**config.mk**
```make
export PLATFORM = sky130hd
export DESIGN_NAME = fetch_queue
export DESIGN_NICKNAME = d
export VERILOG_FILES = /design/src/rtl/fetch_queue.sv
export SDC_FILE = /design/constraint.sdc
export NUM_CORES = 1
export LEC_CHECK = 0
export ABC_CLOCK_PERIOD_IN_PS = 3150
export CAP_MARGIN = 30
export CORE_MARGIN = 5
export CORE_UTILIZATION = 45
export DETAILED_ROUTE_END_ITERATION = 10
export PLACE_DENSITY = 0.77
export SYNTH_ARGS = -nofsm -noshare
export SYNTH_HDL_FRONTEND = slang
export SYNTH_SLANG_ARGS = --single-unit
```
**constraint.sdc**
```tcl
create_clock -name clock -period 3.15 [get_ports clock]
set_input_delay 0.4725 -clock clock [delete_from_list [all_inputs] [get_ports clock]]
set_output_delay 0.4725 -clock clock [all_outputs]
set_load 0.01 [all_outputs]
```
**src/rtl/fetch_queue.sv**
```systemverilog
// rtl/fetch_queue.sv - instruction queue between fetch and decode with wrong-path flush
module fetch_queue #(
    parameter int DEPTH  = 4,
    parameter int PC_W   = 32,
    parameter int INST_W = 32,
    localparam int PTR_W = $clog2(DEPTH),
    localparam int CNT_W = PTR_W + 1
) (
    input  logic              clock,
    input  logic              reset,
    input  logic              io_in_flush,
    input  logic              io_in_valid,
    input  logic [PC_W-1:0]   io_in_pc,
    input  logic [INST_W-1:0] io_in_inst,
    output logic              io_in_ready,
    output logic              io_out_valid,
    output logic [PC_W-1:0]   io_out_pc,
    output logic [INST_W-1:0] io_out_inst,
    input  logic              io_in_deqReady,
    output logic [CNT_W-1:0]  io_out_count,
    output logic [7:0]        io_out_flushDropCnt
);

    localparam logic [CNT_W-1:0] FULL_CNT = CNT_W'(DEPTH);

    // Pointer/occupancy state; pointers wrap naturally because DEPTH is a power of two
    logic [PTR_W-1:0] head_q, head_d;
    logic [PTR_W-1:0] tail_q, tail_d;
    logic [CNT_W-1:0] count_q, count_d;
    logic [7:0]       drop_cnt_q, drop_cnt_d;

    // Payload storage, deliberately left unreset
    logic [PC_W-1:0]   pc_mem   [DEPTH];
    logic [INST_W-1:0] inst_mem [DEPTH];

    logic not_empty;
    logic enq_fire;
    logic deq_fire;

    // Handshakes and head data; ready depends only on state and flush, never on deqReady
    always_comb begin
        not_empty    = (count_q != '0);
        io_in_ready  = (count_q != FULL_CNT) & ~io_in_flush;
        io_out_valid = not_empty & ~io_in_flush;
        enq_fire     = io_in_valid & io_in_ready;
        deq_fire     = io_out_valid & io_in_deqReady;
        io_out_pc    = not_empty ? pc_mem[head_q]   : '0;
        io_out_inst  = not_empty ? inst_mem[head_q] : '0;
        io_out_count        = count_q;
        io_out_flushDropCnt = drop_cnt_q;
    end

    // Next-state: flush empties the queue and records whether anything was discarded
    always_comb begin
        head_d     = head_q;
        tail_d     = tail_q;
        count_d    = count_q;
        drop_cnt_d = drop_cnt_q;
        if (io_in_flush) begin
            head_d  = '0;
            tail_d  = '0;
            count_d = '0;
            if (not_empty && (drop_cnt_q != 8'hFF)) begin
                drop_cnt_d = drop_cnt_q + 8'd1;
            end
        end else begin
            if (enq_fire) begin
                tail_d = tail_q + PTR_W'(1);
            end
            if (deq_fire) begin
                head_d = head_q + PTR_W'(1);
            end
            case ({enq_fire, deq_fire})
                2'b10:   count_d = count_q + CNT_W'(1);
                2'b01:   count_d = count_q - CNT_W'(1);
                default: count_d = count_q;
            endcase
        end
    end

    // Control state registers with asynchronous active-low reset
    always_ff @(posedge clock or negedge reset) begin
        if (!reset) begin
            head_q     <= '0;
            tail_q     <= '0;
            count_q    <= '0;
            drop_cnt_q <= '0;
        end else begin
            head_q     <= head_d;
            tail_q     <= tail_d;
            count_q    <= count_d;
            drop_cnt_q <= drop_cnt_d;
        end
    end

    // Payload write at the tail on an accepted enqueue
    always_ff @(posedge clock) begin
        if (enq_fire) begin
            pc_mem[tail_q]   <= io_in_pc;
            inst_mem[tail_q] <= io_in_inst;
        end
    end

endmodule

```
==> flow_metrics.py <==
metrics = {
    "sta": {
        "finalHoldViolations": 0,
        "rsz0062_at_grt": "false",
        "max_slew_margin": 0.541,
        "max_freq_ghz": 0.328,
        "worst_pin_slew_ns": 0.686,
        "fin_worst_skew_ns": 0.00874,
        "fin_crit_sh": 0.967,
        "finalSetupViolations": 0,
        "finalSetupTns_ns": 0,
        "hold_ws_ns": 0.357,
        "drv_slew": 0,
        "period_needed_ns": 3.04,
    },
    "place": {
        "dp_hpwl_mm": 13.0,
        "port_buffers": 145,
        "place_area_mm2": 0.0126,
        "routabilityCongestion": 0.785,
    },
    "cells_and_area": {
        "final_common_cell": "edfxtp_1",
        "drive_above_1_share": 0.206,
        "final_nets": 751,
        "multi_input_area_mm2": 0.00243,
        "final_cell_area_mm2": 0.0135,
        "syn_to_final_growth_pct": 26.9,
        "final_cell_mix": "256 x edfxtp_1, 145 x clkdlybuf4s50_1, 65 x and2_1",
        "area.sequential_mm2": 0.00807,
        "filler_cell_count": 1740,
    },
    "synthesis": {
        "synth_seq_area_share": 0.756,
        "synthArstFlopShare": 0.0554,
        "ys_ff_latch": 271,
        "syn_nets": 581,
        "synth_edf_count": 256,
        "syn_area_mm2": 0.0107,
        "synth_cell_types": 36,
        "ys_warn_count": 0,
        "synthFlopType": "edfxtp_1",
        "postSynthAreaPerCell_um2": 21.1,
        "synthCells": 506,
    },
    "setup_path": {
        "critPathArrivalTime_ns": 2.57,
        "cp_max_fo": 42,
        "crit_chain": "or3_2, buf_4, and2_1, clkdlybuf4s50_1",
        "path_delay_family": "simple AND/OR/NAND/NOR gates",
        "worstPathRequired_ns": 2.68,
        "slowest_stage": "or3_2",
        "end_kind": "primary output",
        "critPathBufInv": 2,
        "worstSetupPathType": "register to primary output",
        "start_kind": "register",
        "cpPeakStageDelay_ns": 0.55,
    },
    "route": {
        "wl_per_cell_um": 20.4,
        "num_vias": 5265,
        "dr.first_iter.drc_count": 283,
        "drc": 0,
        "wl_mm": 20.8,
        "vias_per_cell": 5.17,
        "ant_nets": 0,
        "first_pass_iters": 4,
    },
    "power": {
        "switching_share": 0.228,
        "leakage_uw": 0.00437,
        "clkPwrFrac": 0.361,
        "p_switching_uw": 2020,
        "peakVddDrop_uv": 502,
        "comb_power_share": 0.164,
        "finalPower_uw": 8890,
        "powerDensity_mw_per_mm2": 657,
        "p_seq_frac": 0.475,
        "p_int_uw": 6870,
    },
    "floorplanning": {
        "core_mm2": 0.0234,
        "dieArea_mm2": 0.0269,
        "rows": 56,
        "initial_core_util": 0.456,
        "die_h_um": 164,
        "die_w_um": 164,
        "boundaryPins": 146,
    },
    "global_routing": {
        "antenna_found_initial": 1,
        "grt_usage": 0.158,
        "grt_pass1_vias": 5757,
        "grt-ovfl-total": 0,
        "grt_pass1_wl_mm": 32.4,
        "grt_max_degree": 43,
    },
    "clocking": {
        "cts_buffers": 28,
        "cts.hold.buffers_added": 0,
        "cts_sinks": 271,
        "cts_tree": "yes",
        "clk_pin_slew_ns": 0.06,
        "cts_htree_levels": 1,
        "clkLatencyLatePin_ns": 0.53,
        "clockBufferDepth": 3,
        "cts_root_buf": "clkbuf_16",
    },
    "job": {
        "max_cap_viol_count": 0,
    },
    "run_status": {
        "status": "finished, final reports clean",
    },
    "worst_hold_path": {
        "hold_path.class": "primary input to asynchronous set/reset pin",
    },
}
==> what timing repair did <==
action / in CTS / in global routing
setup buffers: 3 / 0
setup endpoints to repair: 37 / 0
resized for setup: 0 / 0
==> cells by family (layout without fill, tap and decap cells) <==
| logic type | Yosys count | in the layout | share of synthesized area |
|---|---|---|---|
| buffers and inverters | 29 | 221 | 0.0167 |
| AND/OR/NAND/NOR | 107 | 107 | 0.0597 |
| XOR/XNOR | 10 | 10 | 0.00822 |
| multiplexers | 68 | 68 | 0.140 |
| flip-flops | 271 | 271 | 0.756 |
| other | 0 | 1 | 0 |
| adder cells (fa/ha/maj) | 6 | 6 | 0.00775 |
| AO/OA/AOI/OAI | 15 | 15 | 0.0113 |
==> power groups by stage <==
stage | logic (uW) | clock network [uW] | registers, uW
6_report | 1450 | 3210 | 4220
2_1_floorplan | 769 | 0 | 4290
5_1_grt | 1580 | 3450 | 4240
3_3_place_gp | 1440 | 0 | 4300
3_5_place_dp | 1460 | 0 | 4320
4_1_cts | 1490 | 3300 | 4230
==> stage by stage <==
| step | setup WS, ns | utilization | instances |
|---|---|---|---|
| global route | 0.00348 | 0.578 | 1017 |
| CTS | 0.0378 | 0.578 | 1017 |
| detailed placement | 0.500 | 0.538 | 962 |
| finish | 0.105 | 0.578 | 1018 |
| global placement | 0.550 | 0.538 | 962 |
| floorplan | 0.233 | - | 506 |
==> routing by layer <==
layer	vias to the layer above	track usage	share of wire
met5	-	0	0
met1	2704	0.190	0.38
li1	2374	-	-
met2	150	0.287	0.53
met3	37	0.0301	0.056
met4	0	0.0496	0.028
==> flip-flops by register name (all words and copies together) (netlist names) <==
| register | count |
|---|---|
| inst_mem | 128 |
| pc_mem | 128 |
| io_out_flushDropCnt | 8 |
| io_out_count | 3 |
| head_q | 2 |
| tail_q | 2 |
==> cells in the mapped netlist, drive strengths merged, types with 2 or more instances <==
| cell | instances | area share |
|---|---|---|
| nand2 | 8 | 0.0028 |
| or3 | 2 | 0.0012 |
| and2 | 69 | 0.040 |
| inv | 3 | 0.0011 |
| clkbuf | 8 | 0.0028 |
| nand3 | 7 | 0.0033 |
| dfrtp | 15 | 0.035 |
| xnor2 | 3 | 0.0025 |
| xor2 | 7 | 0.0058 |
| a21oi | 4 | 0.0022 |
| o21ai | 4 | 0.0019 |
| mux4 | 64 | 0.14 |
| edfxtp | 256 | 0.72 |
| nor2 | 10 | 0.0038 |
| ha | 5 | 0.0059 |
| nor3 | 5 | 0.0028 |
| nand2b | 3 | 0.0018 |
| buf | 18 | 0.013 |
| mux2 | 4 | 0.0049 |
==> cell type report <==
cell class | count | area share
timing repair buffer | 166 | 0.125
multi-input combinational | 206 | 0.180
clock buffer | 35 | 0.0553
inverter | 3 | 0.000832
sequential | 271 | 0.597
tap | 319 | 0.0295
clock inverter | 17 | 0.0125
antenna | 1 | 0.000185
==> final timing paths <==
path	startpoint	end	slack, ns	cells after the start
min in group clock	io_out_flushDropCnt[0]	io_out_flushDropCnt[0]	0.53	1
worst min register to register	io_out_flushDropCnt[0]	io_out_flushDropCnt[0]	0.53	1
max in group asynchronous	reset	head_q[0]	2.28	1
worst min-delay path	reset	io_out_count[0]	0.36	1
worst max register to register	io_out_count[1]	io_out_count[2]	0.67	8
worst max-delay path	io_out_count[1]	io_out_inst[19]	0.11	4
==> worst register-to-register path, stage by stage, from the launching register on <==
cell,delay [ns]
dfrtp_1,0.50
or3_2,0.55
nand2_1,0.15
nor3_1,0.08
fa_1,0.40
or3_1,0.34
a21oi_1,0.15
o21ai_0,0.08
a21oi_1,0.15
(Power assumes the default switching activity.)
